<file path="config.mk">
export PLATFORM = sky130hd
export DESIGN_NAME = dff_link_ring
export DESIGN_NICKNAME = d
export VERILOG_FILES = /design/src/rtl/dff_ring_defs.sv /design/src/rtl/dff_ring_stage.sv /design/src/rtl/dff_link_ring.sv
export SDC_FILE = /design/constraint.sdc
export NUM_CORES = 1
export LEC_CHECK = 0
export ABC_CLOCK_PERIOD_IN_PS = 2900
export CORE_MARGIN = 4
export CORE_UTILIZATION = 57
export CTS_BUF_LIST = sky130_fd_sc_hd__clkbuf_4 sky130_fd_sc_hd__clkbuf_8 sky130_fd_sc_hd__clkbuf_16
export CTS_CLUSTER_SIZE = 28
export DETAILED_ROUTE_END_ITERATION = 8
export PLACE_DENSITY = 0.95
export SYNTH_ARGS = -nofsm -noshare
export SYNTH_HDL_FRONTEND = slang
export SYNTH_SLANG_ARGS = --single-unit
</file>
<file path="constraint.sdc">
create_clock -name CLK -period 2.9 [get_ports CLK]
set_input_delay 0.435 -clock CLK [delete_from_list [all_inputs] [get_ports CLK]]
set_output_delay 0.435 -clock CLK [all_outputs]
set_load 0.03 [all_outputs]
</file>
<file path="src/rtl/dff_ring_defs.sv">
// dff_ring_defs: shared constants and helpers for the link ring
package dff_ring_defs;
  localparam int DEF_WIDTH = 8;
  localparam int DEF_DEPTH = 4;
  localparam logic DIR_FWD = 1'b0;
  localparam logic DIR_BWD = 1'b1;
  function automatic int clog2(input int n);
    int r;
    r = 0;
    while ((1 << r) < n) r++;
    return r;
  endfunction
endpackage

</file>
<file path="src/rtl/dff_ring_stage.sv">
// dff_ring_stage: one ring register with async reset, sync clear and load enable
module dff_ring_stage #(
  parameter int WIDTH = 8
) (
  input  logic             clk,
  input  logic             rst_n,
  input  logic             clr,
  input  logic             ld,
  input  logic [WIDTH-1:0] d,
  output logic [WIDTH-1:0] q
);
  logic [WIDTH-1:0] nxt;
  always_comb nxt = clr ? '0 : ld ? d : q;
  always_ff @(posedge clk or negedge rst_n)
    if (!rst_n) q <= '0;
    else q <= nxt;
endmodule

</file>
<file path="src/rtl/dff_link_ring.sv">
// dff_link_ring: shift-in / bidirectional rotate register ring with fill and wrap tracking
module dff_link_ring
  import dff_ring_defs::*;
#(
  parameter int WIDTH = DEF_WIDTH,
  parameter int DEPTH = DEF_DEPTH,
  localparam int PW = clog2(DEPTH)
) (
  input  logic             CLK,
  input  logic             RST,
  input  logic             EN,
  input  logic             CLR,
  input  logic             WR,
  input  logic             DIR,
  input  logic [WIDTH-1:0] input_data,
  input  logic [PW-1:0]    TAP_SEL,
  output logic [WIDTH-1:0] output_data,
  output logic [WIDTH-1:0] tap_data,
  output logic [PW:0]      fill_count,
  output logic             FULL,
  output logic             WRAP
);
  localparam logic [PW-1:0] LAST = PW'(DEPTH - 1);
  logic [WIDTH-1:0] stg [DEPTH];
  logic [PW-1:0]    rot_pos;
  logic             bwd;
  assign bwd = !WR && DIR == DIR_BWD;
  for (genvar i = 0; i < DEPTH; i++) begin : g_stg
    localparam int P = (i + DEPTH - 1) % DEPTH;
    localparam int N = (i + 1) % DEPTH;
    logic [WIDTH-1:0] d;
    assign d = (WR && i == 0) ? input_data : bwd ? stg[N] : stg[P];
    dff_ring_stage #(.WIDTH(WIDTH)) u_stg (
      .clk(CLK), .rst_n(RST), .clr(CLR), .ld(EN), .d(d), .q(stg[i])
    );
  end
  assign output_data = stg[DEPTH-1];
  assign tap_data    = (32'(TAP_SEL) < DEPTH) ? stg[TAP_SEL] : '0;
  assign FULL        = fill_count == (PW+1)'(DEPTH);
  always_ff @(posedge CLK or negedge RST)
    if (!RST) begin
      fill_count <= '0;
      rot_pos    <= '0;
      WRAP       <= 1'b0;
    end else if (CLR) begin
      fill_count <= '0;
      rot_pos    <= '0;
      WRAP       <= 1'b0;
    end else if (!EN) begin
      WRAP <= 1'b0;
    end else if (WR) begin
      fill_count <= FULL ? fill_count : fill_count + 1'b1;
      rot_pos    <= '0;
      WRAP       <= 1'b0;
    end else if (bwd) begin
      rot_pos <= (rot_pos == '0) ? LAST : rot_pos - 1'b1;
      WRAP    <= rot_pos == '0;
    end else begin
      rot_pos <= (rot_pos == LAST) ? '0 : rot_pos + 1'b1;
      WRAP    <= rot_pos == LAST;
    end
endmodule

</file>
* Yosys cells after proc, flatten, opt, wreduce, memory -nomap -nowiden
Index checks and enable logic that the tools add are counted.
** Word-level totals
- Flip-flop bits (word level) :: 38
- Input port bits :: 16
- Output and inout bits :: 21
- Word-level logic and storage cells :: 51
** Operators by class
- $add $sub $neg :: 3
- Magnitude comparators :: 1
- Eq/ne operators :: 3
- Muxes and demuxes :: 30
- Bitwise logic cells :: 1
- Reductions and logical operators :: 6
** Operator list (count)
- $mux 8 :: 15
- $bmux 8 s2 :: 1
- $mux 2 :: 6
- $mux 3 :: 4
- $mux 1 :: 4
- $reduce_bool 2->1 :: 2
- $add 3x1->3 const B :: 1
- $eq 3x3->1 const B :: 1
- $ge 3x3->1 const B :: 1
- $not 2->3 :: 1
- $reduce_and 3->1 :: 1
- $add 2x1->2 const B :: 1
- $eq 2x2->1 const B :: 1
- $logic_not 2->1 :: 1
- $ne 2x2->1 const B :: 1
- $sub 2x1->2 const B :: 1
- $logic_and 1x1->1 :: 1
- $logic_not 1->1 :: 1

* Longest topological paths before layout
Gate-level depths: netlist of run 1.
- Word-level depth :: 6
- Depth in mapped cells :: 6
- Depth with buffers taken out :: 5

* Modules after synthesis
A second synthesis of run 1 with hierarchy kept.
** Unflattened totals
- Cells, all modules :: 258
- Area total of the unflattened synthesis :: 2339.7 µm²
** Modules (own cells, without submodules)
- dff_ring_stage :: instances 4, cells an instance 26, area each 325.3 µm², sequential area each 200.2 µm²
- dff_link_ring :: instances 1, cells an instance 154, area each 1038.5 µm², sequential area each 150.1 µm²

* Least setup slack after synthesis of run 1
No wires, ideal clock.
- Kind :: reg2reg
- From :: register fill_count[0]
- To :: register fill_count[0]
- Library setup time :: 125 ps
- Arrival :: 1616 ps
- Required time :: 2775 ps
- Setup slack :: 1159 ps
- Cell stages (with the launch flop) :: 6
- Buffers on the path :: 0
- Clock period less this slack :: 1741 ps
- Path through :: dfrtp_1 inv_1 ha_1 and2_1 nor2_1 mux2_2
** Between the ends
- Elaborated cells between the ends (all ways) :: 8
- Those cells by class :: add/sub: 1; eq/ne: 2; mux: 4; reduce/logical: 1
** RTL lines
- start, declared :: RTL line dff_link_ring.sv:19 : output logic [PW:0] fill_count,
- start signal, assigned :: RTL line dff_link_ring.sv:52 : fill_count <= FULL ? fill_count : fill_count + 1'b1;
- $eq 3x3->1 :: RTL line dff_link_ring.sv:39 : assign FULL = fill_count == (PW+1)'(DEPTH);
- net FULL :: RTL line dff_link_ring.sv:20 : output logic FULL,
- $ne 2x2->1 (no line)
- $reduce_and 3->1 (no line)
The timed path passes the listed nets, and every way through them passes these cells. The select of a mux whose other input is x is not followed.
A chain may end at the register's enable or synchronous reset.

* Final worst setup path of run 1
- From :: input port TAP_SEL[0]
- To :: output port tap_data[7]
** Between the ends
- Cells in the longest elaborated chain, start to end :: 4
** RTL lines
- start, declared :: RTL line dff_link_ring.sv:16 : input logic [PW-1:0] TAP_SEL,
- $not 2->3 (not written as such) :: RTL line dff_link_ring.sv:38 : assign tap_data = (32'(TAP_SEL) < DEPTH) ? stg[TAP_SEL] : '0;
- $bmux 8 s2 :: RTL line dff_link_ring.sv:38
- $mux 8 (not written as such) (2 in series) :: RTL line dff_link_ring.sv:38
- end, declared :: RTL line dff_link_ring.sv:18 : output logic [WIDTH-1:0] tap_data,
Every way passes these cells. The select of a mux whose other input is x is not followed.

==> results.sh, run 1 <==
export IMPL_clk_transition_reported_paths_ps=70
export IMPL_grt_pass1_vias=1658
export IMPL_ctsResizeCount=0
export IMPL_worstSetupStartpoint="TAP_SEL[0]"
export IMPL_antenna_found_initial=0
export IMPL_worst_r2r_setup_slack_ps=1400
export IMPL_hold_end="rot_pos[1]"
export IMPL_timing_final_crit_share_pct=93.5
export IMPL_maxCapViolations=0
export IMPL_async_flop_share_pct=100
export IMPL_cp_depth=3
export IMPL_clk_insertion_delay_late_ps=300
export IMPL_min_delay_path_depth=2
export IMPL_synth_cell_types=28
export IMPL_placementRows=22
export IMPL_fmax_mhz=369
export IMPL_path_class="in -> out"
export IMPL_rr_startpoint="fill_count[0]"
export IMPL_cts_setup_buffers=0
export IMPL_arrival_ps=2280
export IMPL_cp_common_cell="clkdlybuf4s50_1"
export IMPL_wl_um=4750
export IMPL_drc_errors=0
export IMPL_fin_setup_tns_ps=0
export IMPL_critPathMaxFanout=5
export IMPL_gp_congestion=0.777
export IMPL_min_path_type="reg -> reg"
export IMPL_synth_area_top_cells="dfrtp_1 43%, mux2i_1 16%, mux4_2 8.1%"
export IMPL_cp_required_ps=2470
export IMPL_cts_root_buf="clkbuf_8"
export IMPL_tightestPinTransition_ps=627
export IMPL_syn_to_final_growth_pct=19.4
export IMPL_start_util_pct=60.0
export IMPL_yosys_area_top_type="dfrtp_1"
export IMPL_wire_per_inst_um=16.9
export IMPL_status="finished, final reports clean"
export IMPL_dieWidth_um=70.6
export IMPL_io_buffers=36
export IMPL_cts_buffers=5
export IMPL_crit_path_top_delay_cell="clkdlybuf4s50_1"
export IMPL_cts_path_max_buffers=2
export IMPL_min_period_ps=2710
export IMPL_leakagePower_nw=1.21
export IMPL_grtUsageMet3_pct=6.11
export IMPL_hpwl_um=3200
export IMPL_vdd_drop_max_mv=0.321
export IMPL_holdWs_ps=544
export IMPL_cp_cell_sequence="clkdlybuf4s50_1, mux4_2, clkdlybuf4s50_1"
export IMPL_final_core_util_pct=71.7
export IMPL_grt_max_degree=43
export IMPL_crit_buf_inv=2
export IMPL_start_kind="primary input"
export IMPL_met1_usage_pct=26.0
export IMPL_hold_start="rot_pos[1]"
export IMPL_place_area_mm2=0.00257
export IMPL_htreeDepth=2
export IMPL_drive_gt1_share_pct=11.5
export IMPL_setup_slack_ps=188
export IMPL_setup_worst_path_end_class="primary output"
export IMPL_dr_pass1_iters=4
export IMPL_antenna_cells=0
export IMPL_grt_pass1_wl_um=7960
export IMPL_nFillCells=260
export IMPL_design_area_mm2=0.00266
export IMPL_ys_ff_latch=38
export IMPL_tritoncts="built"
export IMPL_hold_buffers=0
export IMPL_via_per_inst=6.06
export IMPL_synth_main_ff_cell="dfrtp_1"
export IMPL_avgSynthCellArea_um2=11.0
export IMPL_syn_area_mm2=0.00223
export IMPL_slew_limit_headroom_pct=58.1
export IMPL_yosys_warnings=0
export IMPL_fin_skew_ps=6.49
export IMPL_gr_total_overflow=0
export IMPL_die_area_mm2=0.00498
export IMPL_worst_path_dominant_cell_family="buffers and inverters"
export IMPL_coreArea_mm2=0.00372
export IMPL_finalNetCount=253
export IMPL_syn_nets=222
export IMPL_setup_viol=0
export IMPL_pin_count=37
export IMPL_r2r_cells=5
export IMPL_globalRouteTotalUtil_pct=20.5
export IMPL_rsz0062_at_grt="no"
export IMPL_final_antenna_net_count=0
export IMPL_vias=1708
export IMPL_use_met2_pct=32.8
export IMPL_timing_final_max_slew_violations=0
export IMPL_pre_cts_slack_ps=196
export IMPL_cts_sinks=38
export IMPL_hold_violations=0
export IMPL_netlist_instances=202
export IMPL_synth_edf_count=0
export IMPL_die_h_um=70.6
export IMPL_cpPeakStageDelay_ps=670
export IMPL_top_usage_layer="met2"
export IMPL_synth_top_area_share_pct=42.6
export IMPL_synth_seq_area_share_pct=42.6
export IMPL_worstReg2RegEnd="fill_count[0]"
export IMPL_p_per_area_mw_per_mm2=467
export IMPL_drtIter0Drc=136
## cells in the mapped netlist, types with 3 or more instances
| master | number |
|---|---|
| a211oi_1 | 23 |
| buf_12 | 3 |
| buf_1 | 3 |
| nand2b_1 | 3 |
| clkbuf_1 | 7 |
| inv_1 | 4 |
| mux4_2 | 8 |
| o21ai_0 | 8 |
| a31oi_1 | 7 |
| nand2_1 | 3 |
| dfrtp_1 | 38 |
| mux2i_1 | 35 |
| nor3b_1 | 7 |
| nor2_1 | 32 |
| ha_1 | 4 |
| buf_2 | 5 |
## where the power goes
group,internal (W),total [W],switching (W),leakage [nW]
clock network,0.000201,0.000392,0.000191,0.0517
logic,0.000120,0.000258,0.000138,0.649
registers,0.000560,0.000595,0.0000346,0.508
total,0.000881,0.00124,0.000364,1.21
## cells by family (layout without fill, tap and decap cells)
group | Yosys count | count (layout) | synth area share [%]
and+or+nand+nor | 51 | 51 | 11.1
muxes | 44 | 44 | 24.3
AOI/OAI and AO/OA | 41 | 41 | 12.8
DFF | 38 | 38 | 42.6
buffers and inverters | 23 | 55 | 6.51
adders and majority gates | 4 | 4 | 2.24
xor gates and xnor gates | 1 | 1 | 0.393
## metrics by stage
step / total power (W) / std cells
final: 0.00124 / 282
after detailed placement: 0.000863 / 274
after floorplan: 0.000772 / 202
after global routing: 0.00130 / 282
after CTS: 0.00125 / 282
after global placement: 0.000856 / 274
## metal layers
layer / up-vias / share of wire, %
li1: 804 / -
met1: 845 / 42
met2: 51 / 51
met3: 8 / 5.8
met4: 0 / 1.9
met5: - / 0
## layout make-up
type	instances	area, um2	share of cell area [%]
sequential	38	951	35.7
clock inverter	1	5.00	0.188
clock buffer	7	90.1	3.38
timing repair buffer	43	408	15.3
multi-input combinational	141	1130	42.6
inverter	4	15.0	0.564
tap	48	60.1	2.25
## registers in the layout, indices dropped and copies added, names as in the netlist
name and count:
WRAP 1, fill_count 3, g_stg.u_stg.q 32, rot_pos 2
## worst reg2reg max path, delay by kind of cell, from the launching register on
family / cells / cell delay [ps]
muxes: 1 / 350
DFF: 1 / 410
and+or+nand+nor: 2 / 340
buffers and inverters: 1 / 80
adders and majority gates: 1 / 210
## worst max path at each step
stage / end
final: tap_data[7]
after global routing: tap_data[7]
after CTS: tap_data[7]
after detailed placement: tap_data[7]
after global placement: tap_data[7]
after floorplan: fill_count[0]
## cell usage in the layout (no fill, tap or decap)
cell,synthesis,routed
a211oi_1,23,23
a211oi_2,1,1
a31oi_1,7,7
a32oi_1,1,1
and2_1,1,1
buf_2,5,1
buf_4,1,7
clkbuf_4,0,1
clkbuf_8,0,6
clkdlybuf4s50_1,0,35
clkinv_2,0,1
dfrtp_1,38,38
ha_1,4,4
inv_1,4,4
mux2_2,1,1
mux2i_1,35,35
mux4_2,8,8
nand2_1,3,3
nand2b_1,3,3
nand2b_4,1,1
nand3_1,1,1
nand4b_1,1,1
nor2_1,32,32
nor2b_1,1,1
nor3_1,1,1
nor3b_1,7,7
o21ai_0,8,8
o221ai_1,1,1
xnor2_1,1,1
Power figures use the tool's default switching activity.
==> run 2: changes to the inputs <==
- SLEW_MARGIN: not set -> 15
==> results of run 2 <==
Same layout as run 1: the final DEF is identical, and so are final timing and power.
==> run 3: changes to the inputs <==
- ABC_AREA: not set -> 1
- ABC_CLOCK_PERIOD_IN_PS: 2900 -> 2400
- CORE_UTILIZATION: 57 -> 48
- PLACE_DENSITY: 0.95 -> 0.87
- clock period: 2.9 -> 2.4 ns (I/O delays scaled with it)
==> results.sh, run 3 <==
export IMPL_synth_common_cells="105 x nand2_1, 44 x inv_1, 43 x nand3_1"
export IMPL_min_period_ps=2110
export IMPL_yosysMostFrequentCell="nand2_1"
export IMPL_final_cell_mix="105 x nand2_1, 44 x inv_1, 43 x nand3_1, 38 x dfrtp_1, 29 x o21ai_0"
export IMPL_placementRows=24
export IMPL_cp_required_ps=2040
export IMPL_avgSynthCellArea_um2=7.07
export IMPL_rr_startpoint="fill_count[0]"
export IMPL_path_class="reg -> out"
export IMPL_globalRouteTotalUtil_pct=20.5
export IMPL_setup_worst_path_end_class="primary output"
export IMPL_setup_viol=0
export IMPL_final_antenna_net_count=0
export IMPL_synth_seq_area_share_pct=41.8
export IMPL_start_kind="flip-flop"
export IMPL_synth_area_top_cells="dfrtp_1 42%, nand2_1 17%, nand3_1 9.5%"
export IMPL_ys_ff_latch=38
export IMPL_gp_congestion=0.815
export IMPL_arrival_ps=1750
export IMPL_leakagePower_nw=1.38
export IMPL_drc_errors=0
export IMPL_syn_to_final_growth_pct=19.5
export IMPL_start_util_pct=50.9
export IMPL_cts_setup_buffers=0
export IMPL_synth_top_area_share_pct=41.8
export IMPL_power_w=0.00156
export IMPL_vdd_drop_max_mv=0.405
export IMPL_dieWidth_um=76.9
export IMPL_cts_path_max_buffers=2
export IMPL_worstReg2RegEnd="fill_count[0]"
export IMPL_mostFrequentLayoutCell="nand2_1"
export IMPL_worst_r2r_setup_slack_ps=1270
export IMPL_io_buffers=36
export IMPL_htreeDepth=2
export IMPL_clk_insertion_delay_late_ps=290
export IMPL_hold_buffers=0
export IMPL_p_per_area_mw_per_mm2=573
export IMPL_antenna_cells=0
export IMPL_grt_max_degree=39
export IMPL_fin_setup_tns_ps=0
export IMPL_synth_cell_types=24
export IMPL_pin_count=37
export IMPL_timing_final_max_slew_violations=0
export IMPL_wire_per_inst_um=13.7
export IMPL_wl_um=5580
export IMPL_die_h_um=76.9
export IMPL_finalNetCount=377
export IMPL_reg_top3="g_stg.u_stg.q (32), fill_count (3), rot_pos (2)"
export IMPL_coreArea_mm2=0.00447
export IMPL_maxCapViolations=0
export IMPL_fmax_mhz=473
export IMPL_tritoncts="built"
export IMPL_status="finished, final reports clean"
export IMPL_synth_main_ff_cell="dfrtp_1"
export IMPL_grt_pass1_wl_um=9750
export IMPL_drive_gt1_share_pct=10.4
export IMPL_grt_pass1_vias=2149
export IMPL_pre_cts_slack_ps=475
export IMPL_yosys_warnings=0
export IMPL_cts_sinks=38
export IMPL_cts_buffers=5
export IMPL_largest_register_ffs=32
export IMPL_rsz0062_at_grt="no"
export IMPL_hold_violations=0
export IMPL_regMostFlops="g_stg.u_stg.q"
export IMPL_yosys_area_top_type="dfrtp_1"
export IMPL_syn_area_mm2=0.00228
export IMPL_clk_transition_reported_paths_ps=70
export IMPL_die_area_mm2=0.00591
export IMPL_setup_slack_ps=286
export IMPL_via_per_inst=5.36
export IMPL_slew_limit_headroom_pct=42.8
export IMPL_synth_edf_count=0
export IMPL_r2r_cells=7
export IMPL_tightestPinTransition_ps=858
export IMPL_nFillCells=390
export IMPL_vias=2194
export IMPL_async_flop_share_pct=100
export IMPL_fin_skew_ps=7.12
export IMPL_dr_pass1_iters=4
export IMPL_min_path_type="in -> async"
export IMPL_antenna_found_initial=0
export IMPL_syn_nets=342
export IMPL_cts_root_buf="clkbuf_8"
export IMPL_timing_final_crit_share_pct=88.1
export IMPL_hpwl_um=3780
export IMPL_critPathMaxFanout=5
export IMPL_netlist_instances=322
export IMPL_drtIter0Drc=150
export IMPL_gr_total_overflow=0
export IMPL_ctsResizeCount=0
==> run 3: power breakdown <==
part | switching [W] | total (W) | internal, W
registers | 0.0000349 | 0.000725 | 0.000690
logic | 0.000246 | 0.000391 | 0.000146
clock network | 0.000218 | 0.000441 | 0.000223
==> run 3: kinds of logic after synthesis <==
kind of cell / synth area share [%]
and+or+nand+nor: 31.3
buffers and inverters: 12.2
AOI/OAI and AO/OA: 12.1
DFF: 41.8
adders and majority gates: 2.20
xor gates and xnor gates: 0.385
==> run 3: per-stage QoR <==
| step | utilization [%] | hold WS [ps] | cell area [um2] | cells |
|---|---|---|---|---|
| floorplan | - | 64.4 | 2280 | 322 |
| global placement | 58.9 | 495 | 2640 | 402 |
| detailed placement | 58.9 | 499 | 2640 | 402 |
| CTS | 60.8 | 208 | 2720 | 409 |
| global route | 60.8 | 242 | 2720 | 409 |
| finish | 60.8 | 178 | 2720 | 409 |
==> run 3: critical path, cell delays in order (launching register included) <==
cell,delay [ps]
dfrtp_1,400
inv_1,100
ha_1,150
nand2_1,100
inv_1,70
clkdlybuf4s50_1,660
==> run 3: cell type report <==
type	instances	area, um2	share of cell area (%)
multi-input cells	222	1050	38.5
flip-flops and latches	38	951	35.0
repair buffers	45	403	14.8
inverters	45	169	6.21
clock buffers	7	83.8	3.08
well taps	52	65.1	2.39
==> run 3: layer usage <==
metal  vias to the layer above  GRT usage (%)  routed length (um)
met2                        66           33.8                2760
li1                       1082              -                   -
met5                         -              0                   0
met4                         0           7.97                 114
met1                      1032           26.4                2450
met3                        14           3.98                 262
==> run 3: how the worst max path moves through the flow <==
stage / start / to / slack, ps / depth (start not counted)
floorplan: TAP_SEL[1] / tap_data[0] / 950 / 4
global placement: TAP_SEL[0] / tap_data[3] / 520 / 6
detailed placement: TAP_SEL[0] / tap_data[7] / 480 / 6
CTS: fill_count[0] / FULL / 270 / 5
global route: fill_count[0] / FULL / 150 / 5
finish: fill_count[0] / FULL / 290 / 5
